$ cat src/rtl/demux_1x2_buf_if.sv
// Handshake bundle for the buffered 1-to-2 demux: one source side and two consumer sides.
// The master side drives the source and the consumer readies; the slave side is the demux.
interface demux_1x2_buf_if #(
  parameter int WIDTH = 32,
  parameter int DEPTH = 2
);
  localparam int CW = $clog2(DEPTH) + 1;

  logic [WIDTH-1:0] I;
  logic             s;
  logic             in_valid;
  logic             in_ready;
  logic [WIDTH-1:0] Y0;
  logic             valid0;
  logic             ready0;
  logic [WIDTH-1:0] Y1;
  logic             valid1;
  logic             ready1;
  logic [CW-1:0]    cnt0;
  logic [CW-1:0]    cnt1;

  modport master (
    output I, s, in_valid, ready0, ready1,
    input  in_ready, Y0, valid0, Y1, valid1, cnt0, cnt1
  );

  modport slave (
    input  I, s, in_valid, ready0, ready1,
    output in_ready, Y0, valid0, Y1, valid1, cnt0, cnt1
  );
endinterface

$ cat src/rtl/demux_1x2_buf.sv
// Buffered 1-to-2 demux: steers a word stream into one of two per-destination FIFOs,
// each drained by its own valid/ready consumer.

module demux_1x2_buf_lane #(
  parameter int WIDTH = 32,
  parameter int DEPTH = 2,
  parameter int CW    = $clog2(DEPTH) + 1
) (
  input  logic             clk,
  input  logic             rst_n,
  input  logic             push,
  input  logic [WIDTH-1:0] wdata,
  input  logic             pop_req,
  output logic [WIDTH-1:0] rdata,
  output logic             vld,
  output logic             full,
  output logic [CW-1:0]    cnt
);
  localparam int PW = (DEPTH > 1) ? $clog2(DEPTH) : 1;

  logic [DEPTH-1:0][WIDTH-1:0] mem_q, mem_d;
  logic [PW-1:0]               wr_ptr_q, wr_ptr_d;
  logic [PW-1:0]               rd_ptr_q, rd_ptr_d;
  logic [CW-1:0]               cnt_q, cnt_d;
  logic                        do_push, do_pop;

  assign vld  = (cnt_q != '0);
  assign full = (cnt_q == CW'(DEPTH));
  assign cnt  = cnt_q;
  // Head is forced to zero when empty so a consumer never sees a stale word.
  assign rdata = vld ? mem_q[rd_ptr_q] : '0;

  // Full refuses a push even when the same edge pops: keeps in_ready off the pop path.
  assign do_push = push & ~full;
  assign do_pop  = pop_req & vld;

  always_comb begin
    mem_d    = mem_q;
    wr_ptr_d = wr_ptr_q;
    rd_ptr_d = rd_ptr_q;
    cnt_d    = cnt_q;
    if (do_push) begin
      mem_d[wr_ptr_q] = wdata;
      wr_ptr_d        = wr_ptr_q + PW'(1);
    end
    if (do_pop) rd_ptr_d = rd_ptr_q + PW'(1);
    case ({do_push, do_pop})
      2'b10:   cnt_d = cnt_q + CW'(1);
      2'b01:   cnt_d = cnt_q - CW'(1);
      default: cnt_d = cnt_q;
    endcase
  end

  always_ff @(posedge clk or negedge rst_n) begin
    if (!rst_n) begin
      wr_ptr_q <= '0;
      rd_ptr_q <= '0;
      cnt_q    <= '0;
    end else begin
      wr_ptr_q <= wr_ptr_d;
      rd_ptr_q <= rd_ptr_d;
      cnt_q    <= cnt_d;
    end
  end

  // Storage needs no reset; validity is carried entirely by cnt_q.
  always_ff @(posedge clk) begin
    mem_q <= mem_d;
  end
endmodule

module demux_1x2_buf #(
  parameter int WIDTH = 32,
  parameter int DEPTH = 2
) (
  input  logic             clk,
  input  logic             rst_n,
  demux_1x2_buf_if.slave   bus
);
  localparam int NUM_LANES = 2;
  localparam int CW        = $clog2(DEPTH) + 1;

  logic [NUM_LANES-1:0]            sel, push, pop_req, vld, full;
  logic [NUM_LANES-1:0][WIDTH-1:0] dout;
  logic [NUM_LANES-1:0][CW-1:0]    cnt;

  assign sel          = {bus.s, ~bus.s};
  assign bus.in_ready = ~full[bus.s];
  assign push         = {NUM_LANES{bus.in_valid & bus.in_ready}} & sel;
  assign pop_req      = {bus.ready1, bus.ready0};

  for (genvar k = 0; k < NUM_LANES; k++) begin : g_lane
    demux_1x2_buf_lane #(
      .WIDTH (WIDTH),
      .DEPTH (DEPTH),
      .CW    (CW)
    ) u_lane (
      .clk     (clk),
      .rst_n   (rst_n),
      .push    (push[k]),
      .wdata   (bus.I),
      .pop_req (pop_req[k]),
      .rdata   (dout[k]),
      .vld     (vld[k]),
      .full    (full[k]),
      .cnt     (cnt[k])
    );
  end

  assign bus.Y0     = dout[0];
  assign bus.valid0 = vld[0];
  assign bus.cnt0   = cnt[0];
  assign bus.Y1     = dout[1];
  assign bus.valid1 = vld[1];
  assign bus.cnt1   = cnt[1];
endmodule

$ cat src/flat_wrapper.sv
// flat-port wrapper written by rule: the top's interface ports become plain ports
module demux_1x2_buf_flat 
#(
  parameter int WIDTH = 32,
  parameter int DEPTH = 2
)
  (clk, rst_n, bus_I, bus_s, bus_in_valid, bus_ready0, bus_ready1, bus_in_ready, bus_Y0, bus_valid0, bus_Y1, bus_valid1, bus_cnt0, bus_cnt1);
  demux_1x2_buf_if #(.WIDTH(WIDTH), .DEPTH(DEPTH)) bus_i ();
  input  logic clk;
  input  logic rst_n;
  input wire logic [$bits(bus_i.I)-1:0] bus_I;
  input wire logic [$bits(bus_i.s)-1:0] bus_s;
  input wire logic [$bits(bus_i.in_valid)-1:0] bus_in_valid;
  input wire logic [$bits(bus_i.ready0)-1:0] bus_ready0;
  input wire logic [$bits(bus_i.ready1)-1:0] bus_ready1;
  output wire logic [$bits(bus_i.in_ready)-1:0] bus_in_ready;
  output wire logic [$bits(bus_i.Y0)-1:0] bus_Y0;
  output wire logic [$bits(bus_i.valid0)-1:0] bus_valid0;
  output wire logic [$bits(bus_i.Y1)-1:0] bus_Y1;
  output wire logic [$bits(bus_i.valid1)-1:0] bus_valid1;
  output wire logic [$bits(bus_i.cnt0)-1:0] bus_cnt0;
  output wire logic [$bits(bus_i.cnt1)-1:0] bus_cnt1;
  assign bus_i.I = bus_I;
  assign bus_i.s = bus_s;
  assign bus_i.in_valid = bus_in_valid;
  assign bus_i.ready0 = bus_ready0;
  assign bus_i.ready1 = bus_ready1;
  assign bus_in_ready = bus_i.in_ready;
  assign bus_Y0 = bus_i.Y0;
  assign bus_valid0 = bus_i.valid0;
  assign bus_Y1 = bus_i.Y1;
  assign bus_valid1 = bus_i.valid1;
  assign bus_cnt0 = bus_i.cnt0;
  assign bus_cnt1 = bus_i.cnt1;
  demux_1x2_buf #(.WIDTH(WIDTH), .DEPTH(DEPTH)) u_core (.clk(clk), .rst_n(rst_n), .bus(bus_i));
endmodule
$ cat config.mk
export PLATFORM = sky130hd
export DESIGN_NAME = demux_1x2_buf_flat
export DESIGN_NICKNAME = d
export VERILOG_FILES = /design/src/rtl/demux_1x2_buf_if.sv /design/src/rtl/demux_1x2_buf.sv /design/src/flat_wrapper.sv
export SDC_FILE = /design/constraint.sdc
export NUM_CORES = 1
export LEC_CHECK = 0
export BUFFER_PORTS_ARGS = -buffer_cell sky130_fd_sc_hd__buf_2
export CAP_MARGIN = 20
export CORE_MARGIN = 4
export CORE_UTILIZATION = 45
export DETAILED_ROUTE_END_ITERATION = 16
export PLACE_DENSITY_LB_ADDON = 0.08
export SYNTH_ARGS = -nofsm -noshare
export SYNTH_HDL_FRONTEND = slang
export SYNTH_SLANG_ARGS = --single-unit
$ cat constraint.sdc
create_clock -name clk -period 5 [get_ports clk]
set_input_delay 0.5 -clock clk [delete_from_list [all_inputs] [get_ports clk]]
set_output_delay 0.5 -clock clk [all_outputs]
set_load 0.02 [all_outputs]
==> flow_summary.yaml <==
yosys:
  synth-compound-area-share_pct: 0
  synth_xor_area_share_pct: 1.661
  synth_cell_type_count: 17
  synth_fa_ha_area_share_pct: 0.4746
  synthCells: 309
  ys_ff_latch: 136
  synth.area.mux_share_pct: 12.36
  synth_top_family_by_area: "multiplexers"
  synth_nets: 349
  syn_area_mm2: 0.005273
  synth-simple-area-share_pct: 6.383
  syn_avg_cell_area_um2: 17.06
  yosysWarnings: 0
  seq_area_frac_synth_pct: 76.70
global_routing:
  grt_start_max_net_pins: 34
  track_usage_pct: 15.20
  antenna_found_initial: 0
  overflow: 0
  grt_pass1_wl_mm: 14.95
  first_global_vias: 2875
clock_tree:
  cts_root_buf: "clkbuf_16"
  cts.path.max_buffers: 2
  clkLatencyLatePin_ps: 400
  clk_pin_slew_ps: 60
  cts_tree: "yes"
  numCtsBuffers: 17
  cts_sinks: 136
  cts_resized: 0
  cts_max_level: 4
drt:
  ant_nets: 0
  drt_pass1_iterations: 6
  wirelength_mm: 9.762
  via_count: 2794
  post_drt_wl_per_cell_um: 16.83
  drc_errors: 0
  dr.first_iter.drc_count: 86
  viasPerCell: 4.817
pwr:
  p_sw_share_pct: 35.33
  netSwitchingPower_mw: 1.516
  power.share.clock_pct: 29.5
  p_leak_nw: 2.639
  p_per_area_mw_per_mm2: 654.1
  vdd_drop_max_mv: 0.3391
  cellInternalPower_mw: 2.775
  p_comb_share_pct: 32.3
  seqPwrFrac_pct: 38.3
sta:
  fin_crit_ps: 2529
  fin_skew_ps: 4.112
  tns_ps: 0
  hold_slack_ps: 315.2
  slew_headroom_pct: 30.83
  slew_viol_final: 0
  setup_viol: 0
  finalCritPeriodShare_pct: 50.59
  rsz0062_at_grt: "no"
  hold_violations: 0
  worst_pin_slew_ps: 1038
  fmaxAchievable_ghz: 0.3954
critical_path:
  arrival_ps: 2030
  crit_path_max_incr_delay_ps: 1030
  crit_start: "u_core.g_lane[0].u_lane.rd_ptr_q"
  r2r_start: "u_core.g_lane[0].u_lane.cnt[1]"
  path_depth: 3
  crit_path_end: "bus_Y0[29]"
  r2r_slack_ps: 2840
  cp-end-kind: "primary output"
  crit_slowest_cell: "dfrtp_2"
  critical_path_required_ps: 4500
  crit_buf_inv: 1
  r2r_cells: 6
  crit_fanout: 33
  cp_top_family: "flip-flops"
  timing.setup.critical_path_class: "reg2out"
  timing.rr.end: "u_core.g_lane[0].u_lane.cnt[1]"
  startpoint_type: "register"
  path_cells: "mux2i_1, nor2_1, buf_2"
final_layout:
  multi_input_area_mm2: 0.001131
  design_area_mm2: 0.006560
  regArea_mm2: 0.004046
  layout_commonest_cell: "edfxtp_1"
  fill_cells: 929
  drive_above_1_share_pct: 34.32
  final_cell_mix: "edfxtp_1 (128), buf_2 (108), nor2_1 (66)"
  syn_to_final_growth_pct: 24.42
  fin_util_pct: 57.21
  diodes: 0
  final_nets: 464
floorplan:
  rows: 39
  start_util_pct: 45.98
  core_area_mm2: 0.01147
  ios: 109
  fp.dieW_um: 116.2
  dieArea_mm2: 0.01351
  fp.dieH_um: 116.2
place:
  dpl.hpwl_mm: 5.902
  port_buffers: 108
  place_area_mm2: 0.005912
  gp_congestion: 0.6866
run:
  drv_cap: 0
hold_path:
  min_path_type: "in2reg"
status:
  status: "complete, no violations"
-- metrics by stage --
stage	cells	power [mW]	setup slack [ps]
final	580	4.291	2471
after global routing	580	4.529	2306
after CTS	579	4.351	2412
after detailed placement	546	3.074	2789
after global placement	546	3.067	2816
after floorplan	309	2.620	2357
-- how the worst min path moves through the flow --
| stage | from | to | slack (ps) | depth (start not counted) |
|---|---|---|---|---|
| after floorplan | rst_n | u_core.g_lane[0].u_lane.cnt[0] | 200 | 0 |
| after global placement | rst_n | u_core.g_lane[1].u_lane.wr_ptr_q | 360 | 1 |
| after detailed placement | rst_n | u_core.g_lane[1].u_lane.wr_ptr_q | 360 | 1 |
| after CTS | bus_I[19] | u_core.g_lane[1].u_lane.mem_q[51] | 290 | 1 |
| after global routing | bus_I[8] | u_core.g_lane[0].u_lane.mem_q[40] | 290 | 1 |
| final | bus_I[30] | u_core.g_lane[0].u_lane.mem_q[30] | 320 | 1 |
-- logic make-up (layout without fill, tap and decap cells) --
logic type	count (synthesis)	in the layout
flip-flops	136	136
AND/OR/NAND/NOR	78	78
multiplexers	65	65
buffers and inverters	18	146
XOR/XNOR	10	10
adder cells (fa/ha/maj)	2	2
-- layout make-up --
type	count	area share, %
Inverter	4	0.2289
Timing Repair Buffer	110	8.812
Tap cell	143	2.727
Sequential cell	136	61.68
Clock buffer	18	6.542
Clock inverter	14	2.766
Multi-Input combinational cell	155	17.24
-- synthesized netlist by cell type, drive strengths merged --
cell type  count  area (µm²)
edfxtp       128        3844
nor2          72       285.3
nand2b         2       12.51
inv            4       15.01
mux2i         64       640.6
dfrtp          8       200.2
xnor2          6       52.55
nand3b         1       11.26
nand3          1       10.01
buf           14       112.6
xor2           4       35.03
and2           2       17.52
ha             2       25.02
mux2           1       11.26
-- registers in the layout (all words and copies together), names as in the netlist --
| register | count |
|---|---|
| u_core.g_lane.u_lane.rd_ptr_q | 2 |
| u_core.g_lane.u_lane.cnt | 4 |
| u_core.g_lane.u_lane.mem_q | 128 |
| u_core.g_lane.u_lane.wr_ptr_q | 2 |
-- power by group through the flow --
| stage | Clock [mW] | Combinational [mW] | Sequential, mW |
|---|---|---|---|
| floorplan | 0 | 1.09 | 1.53 |
| global placement | 0 | 1.40 | 1.66 |
| detailed placement | 0 | 1.41 | 1.67 |
| CTS | 1.29 | 1.41 | 1.65 |
| global route | 1.35 | 1.51 | 1.67 |
| finish | 1.26 | 1.39 | 1.64 |
-- metal layers --
| metal | up-vias | global-route usage (%) | part of all wire (%) |
|---|---|---|---|
| li1 | 1364 | - | - |
| met1 | 1352 | 18.45 | 44 |
| met2 | 70 | 24.87 | 49 |
| met4 | 0 | 5.800 | 1.0 |
| met3 | 8 | 5.648 | 5.8 |
| met5 | - | 0 | 0 |
-- what timing repair did --
item                                   in CTS  in global routing
buffers inserted                            0                  0
setup endpoints to repair                   0                  0
endpoints found under the hold margin       8                  0
hold buffers                                1                  0
No activity file was read; power rests on OpenSTA's default activity.
